## config.mk

```make
export PLATFORM = sky130hd
export DESIGN_NAME = if_pc_fetch_stage
export DESIGN_NICKNAME = d
export VERILOG_FILES = /design/src/rtl/if_pc_fetch_stage.sv
export SDC_FILE = /design/constraint.sdc
export NUM_CORES = 1
export LEC_CHECK = 0
export ABC_AREA = 0
export ABC_CLOCK_PERIOD_IN_PS = 1600
export CAP_MARGIN = 20
export CORE_ASPECT_RATIO = 0.8
export CORE_MARGIN = 2
export CORE_UTILIZATION = 32
export DETAILED_ROUTE_END_ITERATION = 16
export PLACE_DENSITY = 0.75
export SLEW_MARGIN = 15
export SYNTH_ARGS = -nofsm -noshare
export SYNTH_HDL_FRONTEND = slang
export SYNTH_SLANG_ARGS = --single-unit
export TNS_END_PERCENT = 50
```

## constraint.sdc

```tcl
create_clock -name clk_e -period 1.6 [get_ports clk_e]
set_input_delay 0.32 -clock clk_e [delete_from_list [all_inputs] [get_ports clk_e]]
set_output_delay 0.32 -clock clk_e [all_outputs]
set_load 0.01 [all_outputs]
```

## src/rtl/if_pc_fetch_stage.sv

```systemverilog
// -----------------------------------------------------------------------------
// if_pc_fetch_stage
//
// Program counter generation and IF/ID pipeline register for a 5-stage core.
// The PC register drives the instruction memory address directly; the memory
// answers combinationally with a 32-bit word. That word and its PC+4 are
// captured into the IF/ID latch on the next rising edge of clk_e.
//
// Control priority in RUN (highest first): redirect, halt_req, stall, fetch.
// A short BOOT state fetches the reset vector exactly once after reset. A
// HALT state freezes fetch until resume.
//
// Parameters:
//   RESET_PC    PC loaded on reset (word aligned)
//   IMEM_BYTES  instruction memory size in bytes; PC wraps modulo this value
//               (power of two, >= 8)
//   NOP_WORD    bubble instruction inserted on flush, boot and halt
//
// Ports:
//   clk_e         in   pipeline clock, rising edge
//   reset         in   asynchronous, active-high reset
//   stall         in   hold PC and IF/ID (load-use hazard)
//   redirect      in   branch taken / jump resolved, one-cycle pulse
//   redirect_pc   in   redirect target byte address
//   halt_req      in   stop fetching (level or pulse)
//   resume        in   leave HALT
//   pc            out  fetch address to instruction memory (PC register)
//   instr_in      in   instruction word returned for pc
//   if_id_instr   out  latched instruction for decode
//   if_id_pc4     out  latched, unwrapped PC+4 of that instruction
//   if_id_valid   out  1 = real instruction, 0 = bubble
//   halted        out  1 while in HALT
//   misalign_err  out  sticky flag: a redirect target had bits[1:0] != 0
// -----------------------------------------------------------------------------
module if_pc_fetch_stage #(
  parameter logic [31:0] RESET_PC   = 32'h0000_0000,
  parameter int unsigned IMEM_BYTES = 32,
  parameter logic [31:0] NOP_WORD   = 32'h0000_0000
) (
  input  logic        clk_e,
  input  logic        reset,
  input  logic        stall,
  input  logic        redirect,
  input  logic [31:0] redirect_pc,
  input  logic        halt_req,
  input  logic        resume,
  output logic [31:0] pc,
  input  logic [31:0] instr_in,
  output logic [31:0] if_id_instr,
  output logic [31:0] if_id_pc4,
  output logic        if_id_valid,
  output logic        halted,
  output logic        misalign_err
);

  // Clearing every bit at or above log2(IMEM_BYTES) is the modulo for a
  // power-of-two memory size.
  localparam logic [31:0] PC_MASK = 32'(IMEM_BYTES) - 32'd1;

  typedef enum logic [1:0] {
    ST_BOOT = 2'd0,
    ST_RUN  = 2'd1,
    ST_HALT = 2'd2
  } state_t;

  state_t      state_q,    state_d;
  logic [31:0] pc_q,       pc_d;
  logic [31:0] instr_q,    instr_d;
  logic [31:0] pc4_q,      pc4_d;
  logic        valid_q,    valid_d;
  logic        halted_q,   halted_d;
  logic        misalign_q, misalign_d;

  logic [31:0] pc_plus4;      // unwrapped, feeds if_id_pc4
  logic [31:0] pc_seq;        // wrapped, feeds the PC register
  logic [31:0] redir_target;  // aligned and wrapped redirect target
  logic        redir_misalign;

  assign pc_plus4       = pc_q + 32'd4;
  assign pc_seq         = pc_plus4 & PC_MASK;
  assign redir_target   = {redirect_pc[31:2], 2'b00} & PC_MASK;
  assign redir_misalign = (redirect_pc[1:0] != 2'b00);

  // ---------------------------------------------------------------------------
  // Next-state / datapath logic
  // ---------------------------------------------------------------------------
  always_comb begin
    state_d    = state_q;
    pc_d       = pc_q;
    instr_d    = instr_q;
    pc4_d      = pc4_q;
    valid_d    = valid_q;
    misalign_d = misalign_q;

    unique case (state_q)
      ST_BOOT: begin
        // Fetch the reset vector once; control inputs are not yet honoured.
        instr_d = instr_in;
        pc4_d   = pc_plus4;
        valid_d = 1'b1;
        pc_d    = pc_seq;
        state_d = ST_RUN;
      end

      ST_RUN: begin
        if (redirect) begin
          // Wrong-path fetch is squashed; a redirect beats a stall because
          // the stalled instruction is on the wrong path anyway.
          pc_d    = redir_target;
          instr_d = NOP_WORD;
          valid_d = 1'b0;
          if (redir_misalign) begin
            misalign_d = 1'b1;
          end
        end else if (halt_req) begin
          // PC is held so fetch resumes at the instruction not yet latched.
          instr_d = NOP_WORD;
          valid_d = 1'b0;
          state_d = ST_HALT;
        end else if (stall) begin
          // Hold everything (defaults already do so).
        end else begin
          instr_d = instr_in;
          pc4_d   = pc_plus4;
          valid_d = 1'b1;
          pc_d    = pc_seq;
        end
      end

      ST_HALT: begin
        instr_d = NOP_WORD;
        valid_d = 1'b0;
        if (redirect) begin
          pc_d = redir_target;
          if (redir_misalign) begin
            misalign_d = 1'b1;
          end
        end
        // A still-asserted halt_req keeps the stage parked even on resume.
        if (resume && !halt_req) begin
          state_d = ST_RUN;
        end
      end

      default: begin
        state_d = ST_BOOT;
      end
    endcase

    halted_d = (state_d == ST_HALT);
  end

  // ---------------------------------------------------------------------------
  // State registers
  // ---------------------------------------------------------------------------
  always_ff @(posedge clk_e or posedge reset) begin
    if (reset) begin
      state_q    <= ST_BOOT;
      pc_q       <= RESET_PC;
      instr_q    <= NOP_WORD;
      pc4_q      <= 32'd0;
      valid_q    <= 1'b0;
      halted_q   <= 1'b0;
      misalign_q <= 1'b0;
    end else begin
      state_q    <= state_d;
      pc_q       <= pc_d;
      instr_q    <= instr_d;
      pc4_q      <= pc4_d;
      valid_q    <= valid_d;
      halted_q   <= halted_d;
      misalign_q <= misalign_d;
    end
  end

  assign pc           = pc_q;
  assign if_id_instr  = instr_q;
  assign if_id_pc4    = pc4_q;
  assign if_id_valid  = valid_q;
  assign halted       = halted_q;
  assign misalign_err = misalign_q;

endmodule

```

==> results of run 1 <==
metal layers:
| layer | vias up | wire length [um] | part of all wire, % |
|---|---|---|---|
| met5 | - | 0 | 0 |
| met1 | 892 | 2460 | 44 |
| met3 | 2 | 350 | 6.2 |
| li1 | 957 | - | - |
| met4 | 0 | 40 | 0.71 |
| met2 | 76 | 2750 | 49 |
metrics by stage:
step                      cell area (um^2)  setup TNS, ps  util (%)  setup slack (ps)
after floorplan                       2590          -11.4         -             -11.4
after global placement                3290          -4070      45.2              -179
after detailed placement              3290          -4480      45.2              -192
after CTS                             3400              0      46.7              7.53
after global routing                  3500          -97.9      48.0             -35.7
final                                 3500              0      48.0              32.0
what timing repair did:
item,4_1_cts,5_1_grt
setup buffers,1,3
pin swaps,0,3
gates resized for setup,2,17
setup endpoints to repair,3,26
layout make-up:
type                       count  area (um^2)  share of cell area, %
timing repair buffer         110         1090                   31.2
clock inverter                 2         15.0                  0.429
tap                           90          113                   3.22
sequential                    44         1100                   31.5
multi-input combinational    204         1070                   30.7
inverter                       6         22.5                  0.644
clock buffer                   6         82.6                   2.36
flip-flops by register name, summed over array words and instances, names as in the netlist:
register      flops
if_id_valid       1
halted            1
if_id_pc4         4
if_id_instr      32
state_q           2
pc                3
misalign_err      1
final timing paths:
kind,start,slack (ps),depth (start not counted),to
max reg2reg,state_q[1],30,7,pc[4]
max,state_q[1],30,7,pc[4]
min,reset,350,3,if_id_instr[17]
min reg2reg,if_id_instr[9],470,2,if_id_instr[9]
max in group asynchronous,reset,920,3,state_q[0]
min in group clk_e,if_id_instr[9],470,2,if_id_instr[9]
logic make-up (layout without fill, tap and decap cells):
logic type | after synthesis | count (layout) | share of synthesized area [%]
AOI/OAI and AO/OA | 22 | 22 | 7.39
other | 1 | 57 | 0.158
muxes | 1 | 1 | 0.475
adders and majority gates | 5 | 5 | 2.64
xor gates and xnor gates | 1 | 1 | 0.369
and+or+nand+nor | 118 | 118 | 21.6
buffers and inverters | 73 | 124 | 20.9
DFF | 44 | 44 | 46.4
critical path, stage by stage, from the launching register on:
cell and delay [ps]:
dfrtp_1 410, inv_2 90, ha_4 180, buf_4 130, a21oi_2 150, nor2b_1 80, a32o_1 200, a22o_1 220
where the power goes:
part	switching [mW]	internal [mW]
clock network	0.382	0.350
registers	0.273	1.59
logic	1.89	2.07
total	2.54	4.01
layout by cell type, fill, tap and decap left out, types with 3 or more instances in the layout:
cell type / count
nor2_1: 3
ha_4: 3
buf_12: 4
dfrtp_1: 43
buf_4: 21
o21ai_0: 3
inv_1: 4
clkbuf_8: 6
conb_1: 57
nand2_1: 71
clkdlybuf4s50_1: 82
a21oi_2: 3
nand3_1: 33
==> impl_metrics.env, run 1 <==
export IMPL_ir_worst_vdd_mv=0.847
export IMPL_fmaxAchievable_ghz=0.638
export IMPL_tritoncts="built"
export IMPL_grt_usage_pct=13.5
export IMPL_vias=1927
export IMPL_ios=169
export IMPL_hpwl_mm=4.22
export IMPL_fillers=693
export IMPL_clockBufferDepth=2
export IMPL_htree_num_levels=2
export IMPL_yosysUniqueCellTypes=32
export IMPL_areaGrowthSynthToFinish_pct=47.5
export IMPL_finalPower_mw=6.56
export IMPL_crit_arrival_ps=1760
export IMPL_max_cap_violations=0
export IMPL_instances_no_fill=462
export IMPL_cts_root_buf="clkbuf_8"
export IMPL_cp_start_kind="flip-flop"
export IMPL_clk_latency_ps=290
export IMPL_finClkSkew_ps=9.98
export IMPL_place_gp_congestion=0.805
export IMPL_rsz0062_at_grt="yes"
export IMPL_yosys_top_cells_count="nand2_1, buf_4, dfrtp_1"
export IMPL_drt_first_iter_violations=70
export IMPL_grt_util_met1_pct=17.6
export IMPL_route_detailed_drc=0
export IMPL_synth_cells=265
export IMPL_crit_path_end_kind="flip-flop"
export IMPL_top_usage_layer="met2"
export IMPL_start_util_pct=32.5
export IMPL_grt_pass1_wl_mm=8.69
export IMPL_routed_wl_mm=5.60
export IMPL_coreArea_um2=7290
export IMPL_finalCritPeriodShare_pct=98.0
export IMPL_synth_edf_count=0
export IMPL_ys_warnings_count=0
export IMPL_pwr_density_cell_nw_per_um2=1870
export IMPL_wl_per_cell_um=12.1
export IMPL_io_buffers=84
export IMPL_cts_buffers=5
export IMPL_ys_flop_type="dfrtp_1"
export IMPL_viasPerCell=4.17
export IMPL_period_needed_ps=1570
export IMPL_worst_ep_required_time_ps=1790
export IMPL_antenna_cells=0
export IMPL_crit_type="flip-flop to flip-flop"
export IMPL_cts_hold_buf=0
export IMPL_grt_ovfl_total=0
export IMPL_die_w_um=100
export IMPL_dr_pass1_iters=4
export IMPL_syn_avg_cell_area_um2=8.95
export IMPL_holdWs_ps=352
export IMPL_critical_path_peak_fanout=5
export IMPL_synthTopCellsByArea="dfrtp_1, buf_4, nand2_1"
export IMPL_synth_top_area_share_pct=46.4
export IMPL_status="complete, no violations"
export IMPL_met2_usage_pct=23.0
export IMPL_synth_top_area_cell="dfrtp_1"
export IMPL_clock_sinks=44
export IMPL_grt_use_met3_pct=3.01
export IMPL_drive_above_1_share_pct=15.6
export IMPL_ys_ff_latch=44
export IMPL_num_rows=28
export IMPL_ys_seq_area_share_pct=46.4
export IMPL_leakage_nw=1.69
export IMPL_antenna_found_initial=0
export IMPL_synthArstFlopShare_pct=100
export IMPL_path_clk_slew_ps=90
export IMPL_syn_area_um2=2370
export IMPL_dieArea_um2=8120
export IMPL_grt_pass1_vias=1800
export IMPL_hold_path_class="primary input to asynchronous set/reset pin"
export IMPL_drtAntennaViolNets=0
export IMPL_dieHeight_um=81.0
export IMPL_hold_viol=0
export IMPL_nets=446
export IMPL_yosys_cell_count_top_type="nand2_1"
export IMPL_dp_cells=450
export IMPL_grt_max_degree=28
export IMPL_setup_viol=0
export IMPL_drv_slew=0
Note: power is estimated with default switching activity, not from simulation.
==> run 2, diff against run 1 <==
--- a/config.mk
+++ b/config.mk
@@ -12,6 +12,7 @@
 export CORE_MARGIN = 2
 export CORE_UTILIZATION = 32
 export DETAILED_ROUTE_END_ITERATION = 16
+export HOLD_SLACK_MARGIN = 0.1
 export PLACE_DENSITY = 0.75
 export SLEW_MARGIN = 15
 export SYNTH_ARGS = -nofsm -noshare
==> results of run 2 <==
Final layout, timing and power as in run 1 (identical DEF).
==> variant (flow settings as in run 1) <==
Take the reset off `pc4_q` and load it in a clocked block of its own.
--- a/src/rtl/if_pc_fetch_stage.sv
+++ b/src/rtl/if_pc_fetch_stage.sv
@@ -158,7 +158,6 @@
       state_q    <= ST_BOOT;
       pc_q       <= RESET_PC;
       instr_q    <= NOP_WORD;
-      pc4_q      <= 32'd0;
       valid_q    <= 1'b0;
       halted_q   <= 1'b0;
       misalign_q <= 1'b0;
@@ -166,11 +165,14 @@
       state_q    <= state_d;
       pc_q       <= pc_d;
       instr_q    <= instr_d;
-      pc4_q      <= pc4_d;
       valid_q    <= valid_d;
       halted_q   <= halted_d;
       misalign_q <= misalign_d;
     end
+  end
+
+  always_ff @(posedge clk_e) begin
+    pc4_q <= pc4_d;
   end
 
   assign pc           = pc_q;
Formal check against the unedited RTL: not equivalent (a bounded check fails within 4 cycles, from zero or initial values and one cycle with reset high).
==> variant against run 1 <==
Sequential cell count unchanged. Combinational power down 7.6%. Worst setup slack worse by 0.023 ns. Core utilization up 0.30 points. Total power down 4.2%. Area after synthesis down 0.53%. Die area down 0.51%. Global-route usage down 0.56 points. Routed wire length down 4.7%. Synthesized cell count down 2.3%. Design area down 3.0%. Cell count down 3.7%. Non-clock buffer count down 7.
==> variant: results (changes against run 1) <==
status=completed; CP max stage cell=dfrtp_2; Seq/Total Area, Yosys=0.475 (+0.0110); Seq pwr share=0.300 (+0.016); grt met1 use=0.169 (-0.00644); Met3 Wirelength=384 um (+9.7%); CP max stage delay=0.46 ns (+0.05 ns); Total Wirelength=5.34 mm (-4.7%); via count=1,892 (-1.8%); leak pwr=0.00166 uW (-2.3%); Unique masters post-synth=31 (-3.1%); P per Cell Area=1850 nW/um2 (-1.3%); grt met3 use=0.0336 (+0.00344); Tot GR Track Use=0.130 (-0.00559); Clock power frac=0.117 (+0.005); number of global-route vias before repair=1,733 (-3.7%); Met2 Routed Length=2.52 mm (-8.6%); share of cells above drive strength 1=0.112 (-0.0442); reg2reg start=state_q[0]; met2 Track Usage GR=0.214 (-0.0160); CP delay by family, top=flip-flops; ys async rst share=0.909 (-0.0909); HPWL after detailed placement=3.89 mm (-7.9%); Reg2Reg Depth=5 (-2); EDFF count, synth=4 (+4); highest routed layer=met4; Final nets=433 (-2.9%); VDD IR max=0.728 mV (-14%); Max Clock Skew=0.00708 ns (-0.00290 ns); Metal-1 WL=2.40 mm (-2.4%); largest net degree at the start of global routing=41 (+46%); Net Switching=2360 uW (-7.1%); top cells by count, synth=nand2_1 (69), buf_4 (57), dfrtp_1 (40)
## variant: cell count changes after synthesis, sizes merged, moves of 2 or more
cell,before,now
o21ai,5,1
a2bb2oi,2,0
dfrtp,44,40
edfxtp,0,4
nand2,71,69
## variant: what timing repair did
item | 4_1_cts | 5_1_grt
resized for setup | 4 | 8
hold endpoints to repair | 0 | 0
buffers inserted | 1 | 1
endpoints found under the setup margin | 3 | 5
## variant: per-stage QoR
step | setup slack [ns] | std cells | hold slack [ns] | area, um2
after detailed placement | -0.174 | 436 | 0.453 | 3240
after floorplan | 0.0480 | 315 | 0.453 | 2570
final | 0.00884 | 445 | 0.378 | 3390
after global placement | -0.132 | 436 | 0.450 | 3240
after CTS | 0.00578 | 444 | 0.379 | 3360
after global routing | -0.0150 | 445 | 0.427 | 3390
## variant: cells by family after synthesis
| family | after synthesis | synth area share |
|---|---|---|
| other cells | 1 | 0.00159 |
| simple gates | 115 | 0.213 |
| xor+xnor | 1 | 0.00371 |
| fa+ha+maj | 5 | 0.0265 |
| buf+inv | 74 | 0.215 |
| compound gates | 19 | 0.0647 |
| flops | 44 | 0.475 |
## variant: layout make-up
cell class,count,area [um2]
tap,87,109
inverter,7,28.8
timing repair buffer,103,1050
multi-input combinational,197,990
clock buffer,7,96.3
sequential,44,1120
fill,702,3630
## variant: worst max-delay path by stage
stage | from | to | slack, ns | depth (start not counted)
after floorplan | state_q[1] | pc[4] | 0.05 | 7
after detailed placement | redirect | pc[4] | -0.17 | 5
after global placement | redirect | pc[4] | -0.13 | 5
after CTS | pc[2] | pc[2] | 0.006 | 1
final | state_q[0] | pc[4] | 0.009 | 5
after global routing | state_q[0] | pc[4] | -0.02 | 5
